### src/rtl/uart_rx_pkt_ctrl.sv
// rtl/uart_rx_pkt_ctrl.sv - framed packet assembler behind the UART byte receiver
//
// Consumes the receiver's rx_done/data_byte strobe, assembles frames of the form
// 0xAA, LEN, LEN payload bytes, CHK (CHK = LEN + payload, mod 256) into a 16-entry
// payload buffer, and presents checked packets over a pkt_valid/pkt_ready handshake.
// Also owns the receiver's baud code and only changes it between frames.
//
// Ports:
//   mclk, rst_n          clock, asynchronous active-low reset
//   rx_done, data_byte   per-byte strobe and data from the receiver
//   uart_state           receiver busy; freezes the inter-byte timeout
//   cfg_baud_we/cfg_baud baud change request (deferred until idle)
//   baud_set             baud code driven to the receiver
//   pkt_valid/pkt_ready  packet handshake; pkt_len is the held payload length
//   pkt_rd_addr/_data    combinational payload read port
//   busy                 frame in progress or packet held
//   err_chk/_timeout/_overflow  one-cycle error pulses
module uart_rx_pkt_ctrl #(
  parameter int          TIMEOUT_CYC  = 50000,
  parameter int          MAX_LEN      = 16,
  parameter logic [3:0]  BAUD_DEFAULT = 4'd0
) (
  input  logic       mclk,
  input  logic       rst_n,
  input  logic       rx_done,
  input  logic [7:0] data_byte,
  input  logic       uart_state,
  input  logic       cfg_baud_we,
  input  logic [3:0] cfg_baud,
  output logic [3:0] baud_set,
  output logic       pkt_valid,
  input  logic       pkt_ready,
  output logic [4:0] pkt_len,
  input  logic [3:0] pkt_rd_addr,
  output logic [7:0] pkt_rd_data,
  output logic       busy,
  output logic       err_chk,
  output logic       err_timeout,
  output logic       err_overflow
);

  localparam int            CW     = $clog2(TIMEOUT_CYC + 1);
  localparam logic [CW-1:0] TO_LIM = CW'(TIMEOUT_CYC);

  typedef enum logic [2:0] {S_HUNT, S_LEN, S_DATA, S_CHK, S_HOLD} state_e;

  state_e        state_q, state_d;
  logic [4:0]    len_q, len_d;
  logic [7:0]    sum_q, sum_d;
  logic [3:0]    idx_q, idx_d;
  logic [CW-1:0] cnt_q, cnt_d, cnt_inc;
  logic          err_chk_q, err_chk_d;
  logic          err_to_q, err_to_d;
  logic          err_ov_q, err_ov_d;
  logic          timeout_hit;
  logic          buf_we;
  logic [7:0]    buf_q [16];
  logic [3:0]    baud_q, baud_d, pend_val_q, pend_val_d;
  logic          pend_q, pend_d;
  logic          apply;

  assign cnt_inc = cnt_q + 1'b1;

  always_comb begin
    state_d     = state_q;
    len_d       = len_q;
    sum_d       = sum_q;
    idx_d       = idx_q;
    cnt_d       = '0;
    err_chk_d   = 1'b0;
    err_to_d    = 1'b0;
    err_ov_d    = 1'b0;
    timeout_hit = 1'b0;
    buf_we      = 1'b0;

    // Inter-byte timeout only runs while a frame is being collected.
    if (state_q == S_LEN || state_q == S_DATA || state_q == S_CHK) begin
      if (rx_done) begin
        cnt_d = '0;
      end else if (uart_state) begin
        cnt_d = cnt_q;
      end else if (cnt_inc == TO_LIM) begin
        timeout_hit = 1'b1;
        cnt_d       = '0;
      end else begin
        cnt_d = cnt_inc;
      end
    end

    case (state_q)
      S_HUNT: begin
        if (rx_done && data_byte == 8'hAA) state_d = S_LEN;
      end
      S_LEN: begin
        if (rx_done) begin
          if (data_byte == 8'd0 || data_byte > 8'(MAX_LEN)) begin
            err_ov_d = 1'b1;
            state_d  = S_HUNT;
          end else begin
            len_d   = data_byte[4:0];
            sum_d   = data_byte;
            idx_d   = 4'd0;
            state_d = S_DATA;
          end
        end
      end
      S_DATA: begin
        if (rx_done) begin
          buf_we = 1'b1;
          sum_d  = sum_q + data_byte;
          idx_d  = idx_q + 4'd1;
          if ({1'b0, idx_q} + 5'd1 == len_q) state_d = S_CHK;
        end
      end
      S_CHK: begin
        if (rx_done) begin
          if (data_byte == sum_q) begin
            state_d = S_HOLD;
          end else begin
            err_chk_d = 1'b1;
            state_d   = S_HUNT;
          end
        end
      end
      S_HOLD: begin
        // Bytes arriving while a packet is held are dropped, even on the handshake cycle.
        if (rx_done)   err_ov_d = 1'b1;
        if (pkt_ready) state_d  = S_HUNT;
      end
      default: state_d = S_HUNT;
    endcase

    // timeout_hit implies no rx_done, so it never collides with another error.
    if (timeout_hit) begin
      err_to_d = 1'b1;
      state_d  = S_HUNT;
    end
  end

  // Baud changes wait for an idle receiver between frames; a write that lands
  // on an apply cycle bypasses the pending register.
  assign apply = (state_q == S_HUNT) && !uart_state;

  always_comb begin
    baud_d     = baud_q;
    pend_d     = pend_q;
    pend_val_d = pend_val_q;
    if (cfg_baud_we) begin
      if (apply) begin
        baud_d = cfg_baud;
        pend_d = 1'b0;
      end else begin
        pend_d     = 1'b1;
        pend_val_d = cfg_baud;
      end
    end else if (apply && pend_q) begin
      baud_d = pend_val_q;
      pend_d = 1'b0;
    end
  end

  always_ff @(posedge mclk or negedge rst_n) begin
    if (!rst_n) begin
      state_q    <= S_HUNT;
      len_q      <= 5'd0;
      sum_q      <= 8'd0;
      idx_q      <= 4'd0;
      cnt_q      <= '0;
      err_chk_q  <= 1'b0;
      err_to_q   <= 1'b0;
      err_ov_q   <= 1'b0;
      baud_q     <= BAUD_DEFAULT;
      pend_q     <= 1'b0;
      pend_val_q <= 4'd0;
    end else begin
      state_q    <= state_d;
      len_q      <= len_d;
      sum_q      <= sum_d;
      idx_q      <= idx_d;
      cnt_q      <= cnt_d;
      err_chk_q  <= err_chk_d;
      err_to_q   <= err_to_d;
      err_ov_q   <= err_ov_d;
      baud_q     <= baud_d;
      pend_q     <= pend_d;
      pend_val_q <= pend_val_d;
    end
  end

  always_ff @(posedge mclk) begin
    if (buf_we) buf_q[idx_q] <= data_byte;
  end

  assign pkt_rd_data  = buf_q[pkt_rd_addr];
  assign pkt_valid    = (state_q == S_HOLD);
  assign busy         = (state_q != S_HUNT);
  assign pkt_len      = len_q;
  assign baud_set     = baud_q;
  assign err_chk      = err_chk_q;
  assign err_timeout  = err_to_q;
  assign err_overflow = err_ov_q;

endmodule

### config.mk
export PLATFORM = sky130hd
export DESIGN_NAME = uart_rx_pkt_ctrl
export DESIGN_NICKNAME = d
export VERILOG_FILES = /design/src/rtl/uart_rx_pkt_ctrl.sv
export SDC_FILE = /design/constraint.sdc
export NUM_CORES = 1
export LEC_CHECK = 0
export ABC_AREA = 1
export BUFFER_PORTS_ARGS = -buffer_cell sky130_fd_sc_hd__buf_2
export CORE_MARGIN = 1.5
export CORE_UTILIZATION = 64
export CTS_BUF_LIST = sky130_fd_sc_hd__clkbuf_8
export CTS_CLUSTER_SIZE = 28
export DETAILED_ROUTE_END_ITERATION = 10
export GPL_TIMING_DRIVEN = 0
export PLACE_DENSITY = 0.83
export SYNTH_ARGS = -nofsm -noshare
export SYNTH_HDL_FRONTEND = slang
export SYNTH_SLANG_ARGS = --single-unit
### constraint.sdc
create_clock -name mclk -period 4.9 [get_ports mclk]
set_clock_uncertainty 0.2 [all_clocks]
set_input_delay 0.49 -clock mclk [delete_from_list [all_inputs] [get_ports mclk]]
set_output_delay 0.49 -clock mclk [all_outputs]
set_load 0.02 [all_outputs]
# == Word-level counts from Yosys, hierarchy flattened ==
# Memories as Yosys holds them, arrays and structs flattened.
# Cells that the tools add are included.
# word_totals
output_inout_bits,22
n_memories,1
regBits,48
inputBits,22
elab_cells,98
ram_bits,128
# op_classes
reduce_logical,17
addsub,4
eq_ne,19
n_mux,43
n_bitwise,2
n_lt_le_gt_ge,1
# mem_list
name,words,width,rd,rd_clocked_by_memory_dff,wr,line,rtl
buf_q,16,8,1,0,1,57,logic [7:0] buf_q [16];
# op_table
cell,count
16-bit 2-to-1 mux,4
3-bit 2-to-1 mux,8
4-bit 2-to-1 mux,6
8-bit 2-to-1 mux,3
1-bit 2-to-1 mux,17
"16-bit by 1-bit adder with 16-bit output, second input constant",1
"16-bit == test, second input constant",1
8-bit case mux with 2 select lines,1
"3-bit != test, second input constant",5
3-bit case mux with 5 select lines,1
8-bit adder,1
8-bit == test,1
"8-bit == test, second input constant",1
"8-bit by 5-bit > comparator with 1-bit output, second input constant",1
8-bit zero test,1
4-bit case mux with 2 select lines,1
"3-bit by 2-bit == test with 1-bit output, second input constant",2
"2-bit != test, second input constant",3
6-bit AND reduction,1
"4-bit by 1-bit adder with 5-bit output, second input constant",1
5-bit == test,1
"4-bit by 1-bit adder with 4-bit output, second input constant",1
2-bit AND reduction,2
4-bit AND reduction,1
15 further kinds,21

# == Logic depth before layout (Yosys ltp) ==
# logic_depth
ltp_word,8
depth_mapped,14
depth_no_buf,14

# == Least setup slack after synthesis ==
# OpenSTA, ideal clock, no wires.
# synth_timing
kind,input port to output port
startpoint,in pkt_rd_addr[0]
endpoint,out pkt_rd_data[4]
setup_slack_ps,2621
path_stages,7
arrival_time_ps,1589
path_buffers,3
required_time_ps,4210
path_cell_list,buf_2 > buf_4 > buf_2 > mux2i_1 > o211ai_1 > o211ai_1 > nand2_1
# synth_via
elab_chain_cells,1
# synth_rtl
element,line,rtl
start: declaration,34,"input logic [3:0] pkt_rd_addr,"
memory 16 x 8 bit,-,
end: declaration,35,"output logic [7:0] pkt_rd_data,"
# Every way passes these cells.

# == Final worst setup path ==
# Ends and elaborated chain as after synthesis.

==> summary.txt <==
Run status
  • Status: completed

Placed design
  • Port Buffers: 39
  • Dpl ws: 2120 ps
  • RePlAce Congestion: 1.00
  • Post-DP HPWL: 13200 µm

Yosys
  • Post-synth EDFFs: 128
  • Mapped Nets: 819
  • Synth top area cells: edfxtp_1 46%, dfrtp_1 15%, nand2_1 6.3%
  • Synth Cell Area: 8280 µm²
  • Post-synthesis register bit count: 176
  • Yosys top cell area share: 0.464
  • Synth Flop Type: edfxtp_1
  • Synth warn: 0
  • Ys async rst share: 0.273
  • Synth area leader: edfxtp_1
  • Synthesized instance count: 784
  • Syn avg cell area: 10.6 µm²
  • Count of cell types in the netlist: 44
  • Sequential cell area fraction in the yosys report: 0.610

Final layout
  • Antenna cells: 0
  • Layout cells sized above 1: 0.131
  • Final Util: 0.718
  • Synth-to-Final Area Change: 9.42%
  • Nets: 877

Timing
  • Fin crit period: 2840 ps
  • Worst slew margin: 0.185
  • Final worst slack: 2060 ps
  • Setup-failing EPs final: 0
  • Crit share post-route: 0.580
  • Measured slew at the worst slew-check pin: 1210 ps
  • Setup_tns: 0 ps
  • RSZ-0062 raised after global routing: no
  • Slew Viols, Final: 0
  • Final hold violation count: 0
  • Max Fclk: 352 MHz

Floorplan
  • Die Ht: 117 µm
  • Initial Util: 0.656
  • Die X: 117 µm
  • Number of cell rows: 41
  • Core area: 12600 µm²
  • # IOs: 44
  • Die area: 13600 µm²

Clock network
  • Post_cts resized: 0
  • Clk slew on worst S/H paths: 90 ps
  • Clock Sinks: 176
  • H-tree level count: 4
  • Max Buffers Root-to-Sink: 2
  • Worst skew pair latency: 470 ps
  • Hold-fix buffers, CTS: 0
  • TritonCTS buffer count: 17
  • Postcts setup bufs: 0
  • Clock root cell: clkbuf_8
  • CTS tree: done

Global route
  • Aggregate global-route resource usage: 0.303
  • First-pass GRT wire length: 30000 µm
  • Vias in the first global route: 5721
  • Initial antenna violation count: 0
  • Congestion Overflow GR: 0
  • Largest net degree at the start of global routing: 49

Power
  • Int Pwr: 2.41 mW
  • Switch Pwr: 1.19 mW
  • Combinational power share: 0.232
  • Pwr Total: 3.59 mW
  • Max IR drop VDD: 0.289 mV
  • Clk pwr share: 0.261
  • Share of power burned in registers: 0.507
  • Leak pwr: 3.63 nW
  • Switching part of the total power: 0.330
  • Pwr Density: 397 nW/µm²

Route
  • DRC errors left: 0
  • Wire per inst: 18.5 µm
  • Vias per cell: 5.82
  • DRT iter0 DRCs: 618
  • Drt pass-1 iters: 4
  • Via count: 5976
  • Routed Antenna Nets: 0
  • Detailed Route WL: 19000 µm

Run
  • Max_cap viols: 0

Critical path
  • Crit path DAT: 2150 ps
  • CP Max Fanout: 10
  • Startpoint types: input pin
  • CP Launch Point: pkt_rd_addr[0]
  • Required time of the critical path: 4210 ps
  • R2R Path Start: state_q[0]$_DFFE_PN0P_
  • CP Class: input pin to output pin
  • Element type at the critical path end: output pin
  • Register-to-register setup slack: 2140 ps

Hold path
  • HP Class: input pin to asynchronous set/reset pin
## cells in the mapped netlist (2+ instances only)
library cell,instances
nand2_1,140
edfxtp_1,128
inv_1,89
o21ai_0,58
nor2_1,54
dfrtp_1,48
a21oi_1,43
o211ai_1,34
mux2i_1,33
nand3_1,31
clkbuf_1,19
ha_1,12
nand4_1,9
nor2_2,8
xor2_1,8
nand2_2,7
nor3_1,7
buf_2,6
o22ai_1,6
o21ai_1,5
inv_2,4
nor2_4,4
xnor2_1,4
a31oi_1,2
buf_1,2
nand3_2,2
o21bai_1,2
o21bai_2,2
o31ai_1,2
## sequential cells by signal, summed over array words and instances, names as in the netlist
signal,cells
idx_q,4
buf_q,128
err_chk,1
err_timeout,1
sum_q,8
pend_q,1
state_q,3
pend_val_q,4
baud_set,4
pkt_len,5
cnt_q,16
err_overflow,1
## through the flow
step / instance area, µm² / cells / hold slack, ps
2_1_floorplan: 8280 / 784 / -5.59
3_3_place_gp: 8690 / 995 / 264
3_5_place_dp: 8690 / 995 / 276
4_1_cts: 9060 / 1027 / 48.0
5_1_grt: 9060 / 1027 / 73.8
6_report: 9060 / 1027 / 5.51
## per-layer routing
layer  vias to the layer above  GRT usage  share of wire
met5                         -          0              0
met4                         0      0.173          0.047
met3                        60     0.0566          0.076
met2                       301      0.491           0.48
met1                      2797      0.386           0.40
li1                       2818          -              -
## cell families (layout without fill, tap and decap cells)
family                   Yosys count  in the layout  share of synthesized area
AO/OA/AOI/OAI                    155            155                      0.108
XOR/XNOR                          14             14                     0.0166
adder cells (fa/ha/maj)           13             13                     0.0206
buffers and inverters            122            193                     0.0567
flip-flops                       176            176                      0.610
multiplexers                      34             34                     0.0413
AND/OR/NAND/NOR                  270            270                      0.147
## power groups by stage
| stage | logic [mW] | clock network, mW | registers, mW |
|---|---|---|---|
| 2_1_floorplan | 0.550 | 0 | 1.87 |
| 3_3_place_gp | 0.785 | 0 | 1.84 |
| 3_5_place_dp | 0.824 | 0 | 1.85 |
| 4_1_cts | 0.830 | 0.944 | 1.82 |
| 5_1_grt | 0.935 | 1.00 | 1.84 |
| 6_report | 0.834 | 0.938 | 1.82 |
## worst max-delay path, stage by stage
cell      delay (ps)
buf_2            140
buf_4            220
clkbuf_1         410
a21oi_1          120
o21ai_0          150
o211ai_1         220
nand3_1          120
nand2_1           90
buf_2            180
## cells in the final DEF (no fill, tap or decap), types with 3 or more instances in the layout
cell type     n
buf_2        45
nor2_1       54
clkbuf_8     17
inv_2         4
xor2_1        8
mux2i_1      33
nand2_2       7
ha_1         12
dfrtp_1      48
o21ai_1       5
o22ai_1       6
clkinvlp_4    4
o211ai_1     34
nand3_1      31
nand2_1     140
inv_6         4
nor2_2        8
clkbuf_1     19
nor3_1        7
nor2_4        4
clkinv_4      3
nand4_1       9
o21ai_0      58
xnor2_1       4
a21oi_1      43
edfxtp_1    128
inv_1        89
## area by class of cell
cell class,count,area (µm²)
sequential,176,5040
fill,932,3560
multi-input combinational,486,2760
inverter,94,353
clock buffer,17,234
tap,172,215
timing repair buffer,39,195
clock inverter,15,135
buffer,28,116
## final timing paths
path	end	cells after the start
worst max-delay path	pkt_rd_data[4]	9
worst min-delay path	baud_set[2]$_DFFE_PN0P_	1
worst max register to register	buf_q[3][4]$_DFFE_PP_	5
worst min register to register	sum_q[6]$_DFFE_PN0P_	2
max in group asynchronous	cnt_q[0]$_DFFE_PN0P_	1
min in group mclk	pend_val_q[0]$_DFFE_PN0P_	2
Note: power is estimated with default switching activity, not from simulation.
